File: src/rtl/sha1_w_sched_pkg.sv
// Shared constants and types for the SHA-1 message schedule and the round stage
// that consumes it.
package sha1_w_sched_pkg;

    localparam int SHA1_ROUNDS  = 80;
    localparam int SHA1_WORD_W  = 32;
    localparam int SHA1_BLOCK_W = 512;
    localparam int WIN_DEPTH    = 16;
    localparam int ROUND_W      = 7;

    typedef enum logic {
        ST_IDLE = 1'b0,
        ST_RUN  = 1'b1
    } state_e;

    // Round constants for the compression stage, one per 20-round quarter.
    localparam logic [SHA1_WORD_W-1:0] K_00_19 = 32'h5A82_7999;
    localparam logic [SHA1_WORD_W-1:0] K_20_39 = 32'h6ED9_EBA1;
    localparam logic [SHA1_WORD_W-1:0] K_40_59 = 32'h8F1B_BCDC;
    localparam logic [SHA1_WORD_W-1:0] K_60_79 = 32'hCA62_C1D6;

endpackage

File: src/rtl/sha1_w_expand.sv
// Combinational SHA-1 schedule expansion: ROTL1(w13 ^ w8 ^ w2 ^ w0), with taps
// taken relative to the oldest word in the sliding window.
module sha1_w_expand #(
    parameter int WORD_W = 32
) (
    input  logic [WORD_W-1:0] w0_i,
    input  logic [WORD_W-1:0] w2_i,
    input  logic [WORD_W-1:0] w8_i,
    input  logic [WORD_W-1:0] w13_i,
    output logic [WORD_W-1:0] w_new_o
);

    logic [WORD_W-1:0] mix;

    assign mix     = w13_i ^ w8_i ^ w2_i ^ w0_i;
    assign w_new_o = {mix[WORD_W-2:0], mix[WORD_W-1]};

endmodule

File: src/rtl/sha1_w_sched.sv
// SHA-1 message schedule: loads one 512-bit block and streams W[0..NUM_ROUNDS-1]
// over a valid/ready handshake using a 16-word sliding window.
module sha1_w_sched
    import sha1_w_sched_pkg::*;
#(
    parameter int NUM_ROUNDS = SHA1_ROUNDS,
    parameter int WORD_W     = SHA1_WORD_W
) (
    input  logic                      clk,
    input  logic                      reset,
    input  logic                      start,
    input  logic [16*WORD_W-1:0]      block_in,
    output logic                      busy,
    output logic [WORD_W-1:0]         w_out,
    output logic [ROUND_W-1:0]        round_out,
    output logic                      w_valid,
    input  logic                      w_ready,
    output logic                      done
);

    localparam logic [ROUND_W-1:0] LAST_ROUND = ROUND_W'(NUM_ROUNDS - 1);

    state_e               state_q, state_d;
    logic [ROUND_W-1:0]   round_q, round_d;
    logic                 done_q,  done_d;
    logic [WORD_W-1:0]    win_q [WIN_DEPTH];
    logic [WORD_W-1:0]    win_d [WIN_DEPTH];
    logic [WORD_W-1:0]    w_new;

    sha1_w_expand #(
        .WORD_W (WORD_W)
    ) u_expand (
        .w0_i    (win_q[0]),
        .w2_i    (win_q[2]),
        .w8_i    (win_q[8]),
        .w13_i   (win_q[13]),
        .w_new_o (w_new)
    );

    always_comb begin
        // NOTE: every signal gets a default before the case so no path leaves it unassigned (no latches).
        state_d = state_q;
        round_d = round_q;
        done_d  = 1'b0;
        win_d   = win_q;
        unique case (state_q)
            ST_IDLE: begin
                if (start) begin
                    for (int k = 0; k < WIN_DEPTH; k++) begin
                        win_d[k] = block_in[(WIN_DEPTH-1-k)*WORD_W +: WORD_W];
                    end
                    round_d = '0;
                    state_d = ST_RUN;
                end
            end
            ST_RUN: begin
                // Without a handshake nothing moves, so the outputs stay stable.
                if (w_ready) begin
                    for (int k = 0; k < WIN_DEPTH-1; k++) begin
                        win_d[k] = win_q[k+1];
                    end
                    win_d[WIN_DEPTH-1] = w_new;
                    round_d            = round_q + 7'd1;
                    if (round_q == LAST_ROUND) begin
                        state_d = ST_IDLE;
                        done_d  = 1'b1;
                    end
                end
            end
        endcase
    end

    always_ff @(posedge clk) begin
        // NOTE: sequential state uses non-blocking assignments only, so all registers update together.
        if (reset) begin
            state_q <= ST_IDLE;
            round_q <= '0;
            done_q  <= 1'b0;
            // NOTE: the window is only 16 words of flops, so it is cleared on reset to give w_out a defined value.
            for (int k = 0; k < WIN_DEPTH; k++) begin
                win_q[k] <= '0;
            end
        end else begin
            state_q <= state_d;
            round_q <= round_d;
            done_q  <= done_d;
            win_q   <= win_d;
        end
    end

    // All outputs come straight from flops: no combinational path from w_ready.
    assign busy      = (state_q == ST_RUN);
    assign w_valid   = (state_q == ST_RUN);
    assign w_out     = win_q[0];
    assign round_out = round_q;
    assign done      = done_q;

endmodule

File: config.mk
export PLATFORM = sky130hd
export DESIGN_NAME = sha1_w_sched
export DESIGN_NICKNAME = d
export VERILOG_FILES = /design/src/rtl/sha1_w_sched_pkg.sv /design/src/rtl/sha1_w_expand.sv /design/src/rtl/sha1_w_sched.sv
export SDC_FILE = /design/constraint.sdc
export NUM_CORES = 1
export LEC_CHECK = 0
export ABC_AREA = 1
export CORE_UTILIZATION = 45
export CTS_CLUSTER_DIAMETER = 80
export DETAILED_ROUTE_END_ITERATION = 6
export DONT_BUFFER_PORTS = 1
export SETUP_SLACK_MARGIN = 0.4
export SLEW_MARGIN = 0
export SYNTH_ARGS = -nofsm -noshare
export SYNTH_HDL_FRONTEND = slang
export SYNTH_SLANG_ARGS = --single-unit
File: constraint.sdc
create_clock -name clk -period 1.8 [get_ports clk]
set_clock_uncertainty 0.05 [all_clocks]
set_input_delay 0.27 -clock clk [delete_from_list [all_inputs] [get_ports clk]]
set_output_delay 0.27 -clock clk [all_outputs]
set_load 0.03 [all_outputs]
==> flow_metrics.env <==
export IMPL_status="completed"
export IMPL_crit_top_cell="nand2_8"
export IMPL_worstMarginPinSlew_ns=0.6012
export IMPL_synthArstFlopShare_pct=0
export IMPL_cts_sinks=521
export IMPL_p_int_w=0.02286
export IMPL_finalSetupViolations=0
export IMPL_worstPathRequired_ns=2.22
export IMPL_syn_area_um2=23190
export IMPL_ys_seq_area_share_pct=44.97
export IMPL_io_pins=558
export IMPL_dp_cells=3670
export IMPL_post_route_min_period_ns=1.762
export IMPL_clkPwrFrac_pct=34.9
export IMPL_antenna_found_initial=16
export IMPL_syn_area_per_cell_um2=7.245
export IMPL_timing_final_crit_share_pct=97.86
export IMPL_routed_wl_mm=114.0
export IMPL_regArea_um2=10440
export IMPL_r2r_end="win_q[447]"
export IMPL_cp_slowest_cell="dfxtp_4"
export IMPL_drv_cap=0
export IMPL_fin_tns_setup_ns=0
export IMPL_synth_top_area_share_pct=44.97
export IMPL_cellLeakagePower_nw=13.85
export IMPL_clk_latency_ns=0.61
export IMPL_die_height_um=229.0
export IMPL_reg2reg_slack_ns=0.04
export IMPL_drt_pass1_iter_count=6
export IMPL_drive_gt1_share_pct=11.06
export IMPL_grt_pass1_vias=25640
export IMPL_ir_drop_mv=0.7186
export IMPL_drcViolationCount=0
export IMPL_cp_depth=9
export IMPL_hp_start="w_ready"
export IMPL_hold_viol=0
export IMPL_start_util_pct=45.94
export IMPL_reg2regPathDepth=9
export IMPL_cts_buffer_depth=3
export IMPL_root_buffer="clkbuf_16"
export IMPL_cts_made_buffers=54
export IMPL_die_w_um=229.0
export IMPL_postLayoutCoreUtil_pct=68.76
export IMPL_place_hpwl_mm=67.27
export IMPL_ant_nets=0
export IMPL_rsz0062_at_grt="true"
export IMPL_syn_to_final_growth_pct=49.66
export IMPL_fin_cells=4436
export IMPL_synth_warnings=0
export IMPL_synth_seq_cells=521
export IMPL_syn_inst=3201
export IMPL_slew_violations=0
export IMPL_relSlewSlack_pct=59.87
export IMPL_cp_arrival_ns=2.19
export IMPL_combPwrFrac_pct=22.7
export IMPL_cts_tree="built"
export IMPL_fp_row_count=82
export IMPL_yosys_area_top_type="dfxtp_1"
export IMPL_dieArea_um2=52450
export IMPL_crit_type="flip-flop to flip-flop"
export IMPL_drtIter0Drc=3792
export IMPL_nets=4220
export IMPL_grt_overflow=0
export IMPL_path_cells="buf_6 -> inv_8 -> nand2_8 -> nand2_8 -> buf_12 -> buf_16 -> clkbuf_16 -> o21ai_0 -> a31oi_1"
export IMPL_clkTransAtPathRegs_ns=0.07
export IMPL_coreArea_um2=50480
export IMPL_port_buffers=0
export IMPL_p_sw_share_pct=30.23
export IMPL_grt_use_total_pct=39.37
export IMPL_vias_per_cell=6.199
export IMPL_cp_num_buf_inv=5
export IMPL_endpoint_kind="flip-flop"
export IMPL_yosys_most_used_dff="dfxtp_1"
export IMPL_power_density_nw_per_um2=943.8
export IMPL_r2r_start="busy"
export IMPL_hold_path_class="input pin to flip-flop"
export IMPL_dr_total_vias=27500
export IMPL_grt_pass1_wl_mm=157.1
export IMPL_critPathLaunchType="flip-flop"
export IMPL_globalplace_congestion=0.9676
export IMPL_syn_nets=3718
export IMPL_min_to="win_q[474]"
export IMPL_multi_input_area_um2=11650
export IMPL_cp_top_family="buffers and inverters"
export IMPL_grt_max_degree=97
export IMPL_wl_per_cell_um=25.69
export IMPL_seqPwrFrac_pct=42.4
export IMPL_min_delay_path_depth=5
export IMPL_yosys_top_cells_area="dfxtp_1, nand2_1, a31oi_1"
export IMPL_fill_cells=3828
export IMPL_htree_levels=2
export IMPL_switchingPower_w=0.009902
export IMPL_fmax_mhz=567.7
export IMPL_crit_fanout=12
export IMPL_synth_edf_count=0
export IMPL_worst_path_largest_cell_delay_ns=0.37
export IMPL_yosysUniqueCellTypes=20
==> Yosys cell counts, drive strengths merged (3+ instances only) <==
cell	count
nand2	1096
o21ai	535
dfxtp	521
a31oi	480
clkbuf	165
buf	151
inv	68
xnor2	54
a21oi	40
nand3	40
xor2	27
nor2	19
nor3	3
==> metal layers <==
layer | part of all wire, % | global-route usage [%] | wire length [µm]
met5 | 0.024 | 0 | 27
met3 | 11 | 8.205 | 12270
met4 | 5.6 | 19.31 | 6407
met2 | 46 | 63.02 | 52010
met1 | 38 | 50.31 | 43240
==> registers in the layout (all words and copies together), names as in the netlist <==
name and cells:
round_out 7, w_out 32, busy 1, done 1
win_q 480
==> power by group through the flow <==
stage	combinational [W]	sequential (W)	clock [W]
global route	0.00788	0.0139	0.0119
global placement	0.00417	0.0140	0
CTS	0.00641	0.0138	0.0114
floorplan	0.00327	0.0134	0
detailed placement	0.00429	0.0140	0
finish	0.00743	0.0139	0.0114
==> worst register-to-register path, cell delays in order (launching register included) <==
cell and delay [ns]:
dfxtp_4 0.37, buf_6 0.12, inv_8 0.04, nand2_8 0.11, nand2_8 0.11, buf_12 0.16, buf_16 0.15, clkbuf_16 0.18
o21ai_0 0.25, a31oi_1 0.09
==> worst max-delay path by stage <==
stage                     start          to
final                      busy  win_q[447]
after global routing       busy  win_q[208]
after CTS                  busy        busy
after detailed placement   busy  win_q[444]
after global placement     busy  win_q[444]
after floorplan            busy   win_q[18]
==> stage by stage <==
stage	hold WS, ns	power (W)	setup slack (ns)	area [µm²]
6_report	0.1645	0.03276	0.03849	34710
5_1_grt	0.1884	0.03373	0.02217	34690
4_1_cts	0.1386	0.03158	0.05956	32970
3_5_place_dp	0.2857	0.01828	0.07381	23900
3_3_place_gp	0.2834	0.01815	0.07375	23900
2_1_floorplan	0.2817	0.01668	0.4013	23210
==> area by class of cell <==
cell class,count,share of cell area (%)
Antenna cell,20,0.1442
Sequential cell,521,30.08
Inverter,68,0.7787
Tap cell,672,2.422
Clock buffer,86,4.704
Multi-Input combinational cell,2298,33.56
Clock inverter,11,0.3929
Timing Repair Buffer,760,27.92
==> layout by cell type, fill, tap and decap left out, drive strengths merged <==
| cell | instances |
|---|---|
| a21boi | 1 |
| a21oi | 40 |
| a31oi | 480 |
| buf | 192 |
| bufbuf | 21 |
| bufinv | 3 |
| clkbuf | 119 |
| clkinv | 6 |
| clkinvlp | 1 |
| dfxtp | 521 |
| diode | 20 |
| dlygate4sd3 | 514 |
| ha | 1 |
| inv | 69 |
| nand2 | 1098 |
| nand3 | 40 |
| nor2 | 19 |
| nor3 | 3 |
| o21ai | 535 |
| xnor2 | 54 |
| xor2 | 27 |
==> cell families (layout without fill, tap and decap cells) <==
kind of cell	after synthesis	count (layout)	share of synthesized area, %
DFF	521	521	44.97
AOI/OAI and AO/OA	1056	1056	25.39
xor gates and xnor gates	81	81	3.059
buffers and inverters	384	925	7.526
other	0	20	0
and+or+nand+nor	1158	1160	19.00
adders and majority gates	1	1	0.05394
==> repair_timing <==
action | in CTS | in global routing
setup endpoints to repair | 550 | 562
hold endpoints to repair | 516 | 0
gates cloned | 51 | 39
gates resized for setup | 84 | 218
setup buffers | 27 | 18
hold buffers | 514 | 0
pin swaps | 5 | 12
No activity file was read; power rests on OpenSTA's default activity.
